==> src/rtl/multicycle_sequencer.sv <==
// Multi-cycle control sequencer for the 4-bit-opcode CPU: steps each instruction
// through FETCH/DECODE/EXEC/MEM/WB and traps to HALT when memory stops answering.
module multicycle_sequencer #(
  parameter int MAX_WAIT = 15,
  parameter int CNT_W    = 16
) (
  input  logic             i_clk,
  input  logic             i_rst_n,
  input  logic [3:0]       i_opcode,
  input  logic             i_eq,
  input  logic             i_mem_ack,
  output logic             o_mem_req,
  output logic             o_mem_we,
  output logic             o_mem_sel,
  output logic             o_ir_load,
  output logic             o_pc_inc,
  output logic             o_pc_load,
  output logic             o_a_load,
  output logic             o_reg_we,
  output logic             o_instr_done,
  output logic             o_bus_err,
  output logic [2:0]       o_state,
  output logic [CNT_W-1:0] o_instr_count
);

  localparam int WAIT_W = (MAX_WAIT < 1) ? 1 : $clog2(MAX_WAIT + 1);
  localparam logic [WAIT_W-1:0] WAIT_LIMIT = WAIT_W'(MAX_WAIT);
  localparam logic [WAIT_W-1:0] WAIT_ONE   = WAIT_W'(1);
  localparam logic [WAIT_W-1:0] WAIT_ZERO  = WAIT_W'(0);
  localparam logic [CNT_W-1:0]  CNT_ONE    = CNT_W'(1);
  localparam logic [CNT_W-1:0]  CNT_ZERO   = CNT_W'(0);

  localparam logic [2:0] S_FETCH  = 3'd0;
  localparam logic [2:0] S_DECODE = 3'd1;
  localparam logic [2:0] S_EXEC   = 3'd2;
  localparam logic [2:0] S_MEM    = 3'd3;
  localparam logic [2:0] S_WB     = 3'd4;
  localparam logic [2:0] S_HALT   = 3'd5;

  localparam logic [3:0] OP_J   = 4'h7;
  localparam logic [3:0] OP_BEQ = 4'h8;
  localparam logic [3:0] OP_BNE = 4'h9;
  localparam logic [3:0] OP_LW  = 4'hE;
  localparam logic [3:0] OP_SW  = 4'hF;

  logic [2:0]        r_state;
  logic [WAIT_W-1:0] r_wait_cnt;
  logic              r_bus_err;
  logic [CNT_W-1:0]  r_instr_count;

  logic [2:0]        w_next_state;
  logic              w_trap;
  logic              w_wait_expired;
  logic              w_mem_phase;
  logic [WAIT_W-1:0] w_wait_next;

  logic w_mem_req;
  logic w_mem_we;
  logic w_mem_sel;
  logic w_ir_load;
  logic w_pc_inc;
  logic w_pc_load;
  logic w_a_load;
  logic w_reg_we;
  logic w_instr_done;

  assign w_mem_phase    = (r_state == S_FETCH) || (r_state == S_MEM);
  assign w_wait_expired = (r_wait_cnt == WAIT_LIMIT);

  // Next-state selection; illegal codes and unanswered accesses both trap.
  always_comb begin
    w_next_state = r_state;
    w_trap       = 1'b0;
    case (r_state)
      S_FETCH: begin
        if (i_mem_ack) begin
          w_next_state = S_DECODE;
        end else if (w_wait_expired) begin
          w_next_state = S_HALT;
          w_trap       = 1'b1;
        end else begin
          w_next_state = S_FETCH;
        end
      end
      S_DECODE: w_next_state = S_EXEC;
      S_EXEC: begin
        case (i_opcode)
          OP_J, OP_BEQ, OP_BNE: w_next_state = S_FETCH;
          OP_LW, OP_SW:         w_next_state = S_MEM;
          default:              w_next_state = S_WB;
        endcase
      end
      S_MEM: begin
        if (i_mem_ack) begin
          if (i_opcode == OP_SW) begin
            w_next_state = S_FETCH;
          end else begin
            w_next_state = S_WB;
          end
        end else if (w_wait_expired) begin
          w_next_state = S_HALT;
          w_trap       = 1'b1;
        end else begin
          w_next_state = S_MEM;
        end
      end
      S_WB:   w_next_state = S_FETCH;
      S_HALT: w_next_state = S_HALT;
      default: begin
        w_next_state = S_HALT;
        w_trap       = 1'b1;
      end
    endcase
  end

  // Wait counter only advances while an access is outstanding in the same state.
  always_comb begin
    if ((w_next_state != r_state) || i_mem_ack) begin
      w_wait_next = WAIT_ZERO;
    end else if (w_mem_phase) begin
      w_wait_next = r_wait_cnt + WAIT_ONE;
    end else begin
      w_wait_next = WAIT_ZERO;
    end
  end

  // Datapath strobes decoded from the current state and live inputs.
  always_comb begin
    w_mem_req    = 1'b0;
    w_mem_we     = 1'b0;
    w_mem_sel    = 1'b0;
    w_ir_load    = 1'b0;
    w_pc_inc     = 1'b0;
    w_pc_load    = 1'b0;
    w_a_load     = 1'b0;
    w_reg_we     = 1'b0;
    w_instr_done = 1'b0;
    case (r_state)
      S_FETCH: begin
        w_mem_req = 1'b1;
        w_ir_load = i_mem_ack;
        w_pc_inc  = i_mem_ack;
      end
      S_DECODE: w_a_load = 1'b1;
      S_EXEC: begin
        case (i_opcode)
          OP_J: begin
            w_pc_load    = 1'b1;
            w_instr_done = 1'b1;
          end
          OP_BEQ: begin
            w_pc_load    = i_eq;
            w_instr_done = 1'b1;
          end
          OP_BNE: begin
            w_pc_load    = ~i_eq;
            w_instr_done = 1'b1;
          end
          default: w_instr_done = 1'b0;
        endcase
      end
      S_MEM: begin
        w_mem_req    = 1'b1;
        w_mem_sel    = 1'b1;
        w_mem_we     = (i_opcode == OP_SW);
        w_instr_done = i_mem_ack && (i_opcode == OP_SW);
      end
      S_WB: begin
        w_reg_we     = 1'b1;
        w_instr_done = 1'b1;
      end
      default: w_mem_req = 1'b0;
    endcase
  end

  // Registered control state, sticky error flag and retire counter.
  always_ff @(posedge i_clk or negedge i_rst_n) begin
    if (!i_rst_n) begin
      r_state       <= S_FETCH;
      r_wait_cnt    <= WAIT_ZERO;
      r_bus_err     <= 1'b0;
      r_instr_count <= CNT_ZERO;
    end else begin
      r_state    <= w_next_state;
      r_wait_cnt <= w_wait_next;
      r_bus_err  <= r_bus_err | w_trap;
      if (w_instr_done) begin
        r_instr_count <= r_instr_count + CNT_ONE;
      end else begin
        r_instr_count <= r_instr_count;
      end
    end
  end

  assign o_mem_req     = w_mem_req;
  assign o_mem_we      = w_mem_we;
  assign o_mem_sel     = w_mem_sel;
  assign o_ir_load     = w_ir_load;
  assign o_pc_inc      = w_pc_inc;
  assign o_pc_load     = w_pc_load;
  assign o_a_load      = w_a_load;
  assign o_reg_we      = w_reg_we;
  assign o_instr_done  = w_instr_done;
  assign o_bus_err     = r_bus_err;
  assign o_state       = r_state;
  assign o_instr_count = r_instr_count;

endmodule
==> config.mk <==
export PLATFORM = sky130hd
export DESIGN_NAME = multicycle_sequencer
export DESIGN_NICKNAME = d
export VERILOG_FILES = /design/src/rtl/multicycle_sequencer.sv
export SDC_FILE = /design/constraint.sdc
export NUM_CORES = 1
export LEC_CHECK = 0
export CORE_MARGIN = 4
export CORE_UTILIZATION = 30
export CTS_CLUSTER_DIAMETER = 60
export DETAILED_ROUTE_END_ITERATION = 10
export PLACE_DENSITY = 0.64
export SYNTH_ARGS = -nofsm -noshare
export SYNTH_HDL_FRONTEND = slang
export SYNTH_SLANG_ARGS = --single-unit
==> constraint.sdc <==
create_clock -name i_clk -period 1.8 [get_ports i_clk]
set_input_delay 0.36 -clock i_clk [delete_from_list [all_inputs] [get_ports i_clk]]
set_output_delay 0.36 -clock i_clk [all_outputs]
set_load 0.02 [all_outputs]
# After elaboration in Yosys (flattened, before gate mapping)
# Index checks and enable logic that the tools add are counted.
word_totals:
  ff_bits: 24
  latch_bits: 0
  ram_bits: 0
  rom_bits: 0
  elab_cells: 50
  n_memories: 0
op_classes:
  add_sub_neg: 2
  mul: 0
  div_mod_pow: 0
  order_cmp: 0
  eq_ne: 12
  n_shift: 0
  n_mux: 22
  bitwise_logic: 2
  n_reduce_logical: 8
op_table:
  columns: ["operator", "count"]
  rows:
  - ["$eq A4 B4 Y1 const B", 5]
  - ["$add A16 B1 Y16 const B", 1]
  - ["$mux W3", 5]
  - ["$pmux W3 S5", 1]
  - ["$mux W1", 10]
  - ["$mux W4", 2]
  - ["$eq A3 B2 Y1 const B", 2]
  - ["$eq A3 B3 Y1 const B", 2]
  - ["$pmux W1 S3", 2]
  - ["$pmux W3 S2", 1]
  - ["$add A4 B1 Y4 const B", 1]
  - ["$eq A4 B3 Y1 const B", 1]
  - ["$reduce_or A2 Y1", 2]
  - ["$reduce_or A4 Y1", 1]
  - ["$eq A3 B1 Y1 const B", 1]
  - ["$logic_not A3 Y1", 1]
  - ["$ne A3 B3 Y1", 1]
  - ["$reduce_or A3 Y1", 1]
  - ["$logic_or A1 B1 Y1", 2]
  - ["$pmux W1 S2", 1]
  - ["$logic_and A1 B1 Y1", 1]
  - ["$not A1 Y1", 1]
  - ["$or A1 B1 Y1", 1]

# Longest topological paths before layout
logic_depth:
  depth_word: 7
  mapped_depth: 6
  ltp_nobuf: 5

# Least setup slack after synthesis
# No wires, ideal clock.
synth_timing:
  path_kind: "register to output"
  start: "register r_state[1], in the netlist o_state[1]"
  end: "output port o_pc_inc"
  arrival_time_ps: 1482
  required_ps: 1440
  path_slack_ps: -42
  stages_incl_launch_ff: 6
  path_cell_list: "dfrtp_1 buf_4 clkbuf_1 nor3_1 and2_1 buf_4"
synth_between:
  elab_chain_cells: 2
synth_lines:
  columns: ["element", "line_no", "text"]
  rows:
  - ["start, declared", "46", "logic [2:0] r_state;"]
  - ["start signal, assigned", "184", "r_state <= w_next_state;"]
  - ["$logic_not A3 Y1", null, null]
  - ["$mux W1", null, null]
  - ["end, declared", "16", "output logic o_pc_inc,"]
# Every way passes these cells.

# Worst setup path in the final report
layout_timing:
  start: "input port i_opcode[1]"
  end: "output port o_pc_load"
layout_between:
  elab_chain_cells: 3
  elab_cells_between_ends: 5
  cone_classes: "3 x eq/ne; 2 x mux"
layout_lines:
  columns: ["element", "line_no", "text"]
  rows:
  - ["start, declared", "9", "input logic [3:0] i_opcode,"]
  - ["$eq A4 B4 Y1 / $eq A4 B3 Y1 (equally long branches)", "146", "case (i_opcode)"]
  - ["$pmux W1 S3 (*)", "146", null]
  - ["$mux W1 (*)", "138", "case (r_state)"]
  - ["end, declared", "17", "output logic o_pc_load,"]
# Every way passes the cells marked *; elsewhere a longest branch is shown, timed or not.

==> impl_metrics.json <==
{
  "finalSetupViolCount": 1,
  "io_pins": 37,
  "syn_area_sq_um": 1370,
  "antenna_found_initial": 0,
  "dp_cells": 234,
  "nFillCells": 396,
  "grt_max_degree": 25,
  "cpMaxStageDelayCell": "or3b_4",
  "violations": "negative setup slack",
  "layout.nets": 200,
  "hpwl_mm": 2.60,
  "drive_gt1_share_pct": 34.9,
  "combPwrFrac_pct": 53.8,
  "cp.required_ns": 1.44,
  "grt_pass1_wl_mm": 5.73,
  "skew_ns": 0.00517,
  "ant_nets": 0,
  "crit_arrival_ns": 1.45,
  "p_seq_share_pct": 31.9,
  "end_kind": "output port",
  "tightest_slew_ns": 0.459,
  "cp_common_cell": "buf_6",
  "drtPass1Iterations": 4,
  "drv_cap": 0,
  "hold_path.class": "in -> async",
  "synth_edf_count": 0,
  "routed_via_density": 5.11,
  "postSynth.asyncResetShare_pct": 100,
  "core_area_sq_um": 4380,
  "p_leak_nw": 0.946,
  "routed_wl_mm": 3.42,
  "ir_drop_mv": 0.736,
  "period_needed_ns": 1.81,
  "grt_pass1_vias": 1265,
  "p_switching_mw": 0.992,
  "path_clk_slew_ns": 0.08,
  "diodes": 0,
  "crit_chain": "buf_6 > or3b_4 > o22ai_2 > a22oi_1 > and3b_1 > buf_6",
  "place_ws_ns": -0.981,
  "sw_frac_of_total_pct": 40.0,
  "hold_buffers": 0,
  "numCtsBuffers": 3,
  "r2r_cells": 6,
  "p_clk_share_pct": 14.3,
  "clk_path_buf_depth": 2,
  "holdWs_ns": 0.450,
  "clk_latency_ns": 0.26,
  "cellPowerDensity_nw_per_um2": 1200,
  "met1_usage_pct": 17.0,
  "place_congestion": 0.859,
  "seq_area_frac_synth_pct": 43.7,
  "regToRegSetupSlack_ns": 0.08,
  "busiest_layer": "met2",
  "grt_use_met3_pct": 1.58,
  "grtUsageMet2_pct": 21.5,
  "period_share_pct": 101,
  "utilization_pct": 47.1,
  "clock_sinks": 24,
  "rsz0062_at_grt": "true",
  "ys_types": 43,
  "port_buffers": 36,
  "slowest_delay_ns": 0.40,
  "crit_fanout": 2,
  "start_util_pct": 31.3,
  "setup_slack_ns": -0.0147,
  "p_int_mw": 1.49,
  "start_kind": "input port",
  "grt_overflow": 0,
  "yosysWarnings": 0,
  "run_status": "complete, but fails checks",
  "worstSetupPathType": "in -> out",
  "dieArea_sq_um": 5730,
  "vias": 1232,
  "wl_per_cell_um": 14.2,
  "area_growth_pct": 50.5,
  "drc": 0,
  "maxSlewHeadroom_pct": 69.3,
  "drtIter0Drc": 109,
  "h-tree-depth": 1,
  "cts_tree": "done",
  "gr-usage-all-layers_pct": 12.8,
  "hold_violations": 0,
  "max_clock_freq_mhz": 551,
  "syn_nets": 140,
  "rows": 24,
  "synthCells": 130,
  "power_mw": 2.48,
  "die_y_um": 75.7,
  "slew_viol_final": 0,
  "avgSynthCellArea_sq_um": 10.6,
  "final_cells": 241,
  "synth_ff_type": "dfrtp_1",
  "ys_ff_latch": 24,
  "ctsRootBufferMaster": "clkbuf_8",
  "die_x_um": 75.7
}
[timing repair]
item | in CTS | in global routing
gates resized for setup | 57 | 18
pin swaps | 7 | 4
setup endpoints to repair | 16 | 14
buffers inserted | 1 | 2
[routing by layer]
layer  routed length [um]  vias to the layer above
li1                     -                      594
met1                 1410                      605
met2                 1810                       25
met3                  134                        8
met4                   68                        0
met5                    0                        -
[path summary, 6_finish.rpt]
check / from / end
max: i_opcode[1] / o_pc_load
min: i_rst_n / o_instr_count[10]
max reg2reg: o_state[1] / o_instr_count[11]
min reg2reg: r_wait_cnt[0] / r_wait_cnt[0]
max in group asynchronous: i_rst_n / o_state[0]
min in group i_clk: r_wait_cnt[0] / r_wait_cnt[0]
[layout make-up]
class | count | area (sq um) | share of cell area, %
repair buffers | 62 | 533 | 25.8
inverters | 3 | 11.3 | 0.545
flip-flops and latches | 24 | 603 | 29.2
multi-input cells | 96 | 800 | 38.7
clock buffers | 4 | 55.1 | 2.66
well taps | 52 | 65.1 | 3.15
[state kept, by name, indices dropped and copies added (netlist names)]
| signal | cells |
|---|---|
| o_bus_err | 1 |
| o_instr_count | 16 |
| o_state | 3 |
| r_wait_cnt | 4 |
[cells by family (layout without fill, tap and decap cells)]
| family | count (synthesis) | after routing | synth area share, % |
|---|---|---|---|
| compound gates | 28 | 28 | 18.3 |
| xor+xnor | 18 | 18 | 11.5 |
| fa+ha+maj | 2 | 2 | 1.82 |
| buf+inv | 10 | 69 | 3.55 |
| flops | 24 | 24 | 43.7 |
| mux | 1 | 1 | 0.820 |
| simple gates | 47 | 47 | 20.3 |
[cell usage after synthesis, types with 2 or more instances]
master | count | share of area [%]
and2_1 | 2 | 0.91
or3_1 | 2 | 0.91
a211oi_2 | 4 | 3.6
nand2_1 | 10 | 2.7
ha_1 | 2 | 1.8
a2111oi_1 | 3 | 2.2
xor2_1 | 15 | 9.6
dfrtp_1 | 24 | 44
and4_1 | 2 | 1.3
nor2_1 | 9 | 2.5
clkbuf_1 | 2 | 0.55
buf_4 | 2 | 1.1
o21ai_0 | 3 | 1.1
nand3_1 | 8 | 2.9
nor2b_1 | 2 | 0.91
buf_2 | 3 | 1.1
nand4_1 | 2 | 0.91
a22oi_1 | 2 | 1.1
nor3b_1 | 2 | 1.1
a21oi_1 | 4 | 1.5
inv_1 | 3 | 0.82
xnor2_1 | 3 | 1.9
[power groups by stage]
stage / Sequential [mW] / Clock [mW] / Combinational (mW)
2_1_floorplan: 0.879 / 0 / 0.586
3_3_place_gp: 0.799 / 0 / 1.27
3_5_place_dp: 0.806 / 0 / 1.31
4_1_cts: 0.794 / 0.373 / 1.29
5_1_grt: 0.816 / 0.409 / 1.44
6_report: 0.791 / 0.353 / 1.33
[layout by cell type, fill, tap and decap left out, drive strengths merged, types with 3 or more instances in the layout]
cell type,count
a2111oi,4
a211oi,5
a21oi,4
and4,3
buf,37
clkbuf,5
clkdlybuf4s50,19
dfrtp,24
dlygate4sd2,3
inv,3
nand2,10
nand3,8
nor2,9
nor3b,4
o21ai,3
xnor2,3
xor2,15
[stage by stage]
| step | TNS, ns | area [sq um] |
|---|---|---|
| after global routing | -0.130 | 2070 |
| after floorplan | 0 | 1380 |
| after CTS | -0.0495 | 2000 |
| after detailed placement | -7.71 | 1940 |
| after global placement | -6.67 | 1940 |
| final | -0.0147 | 2070 |
[critical path: cells and delay by family]
| kind | cells | cell delay, ns |
|---|---|---|
| compound gates | 2 | 0.24 |
| buf+inv | 2 | 0.21 |
| simple gates | 2 | 0.64 |
No activity file was read; power rests on OpenSTA's default activity.
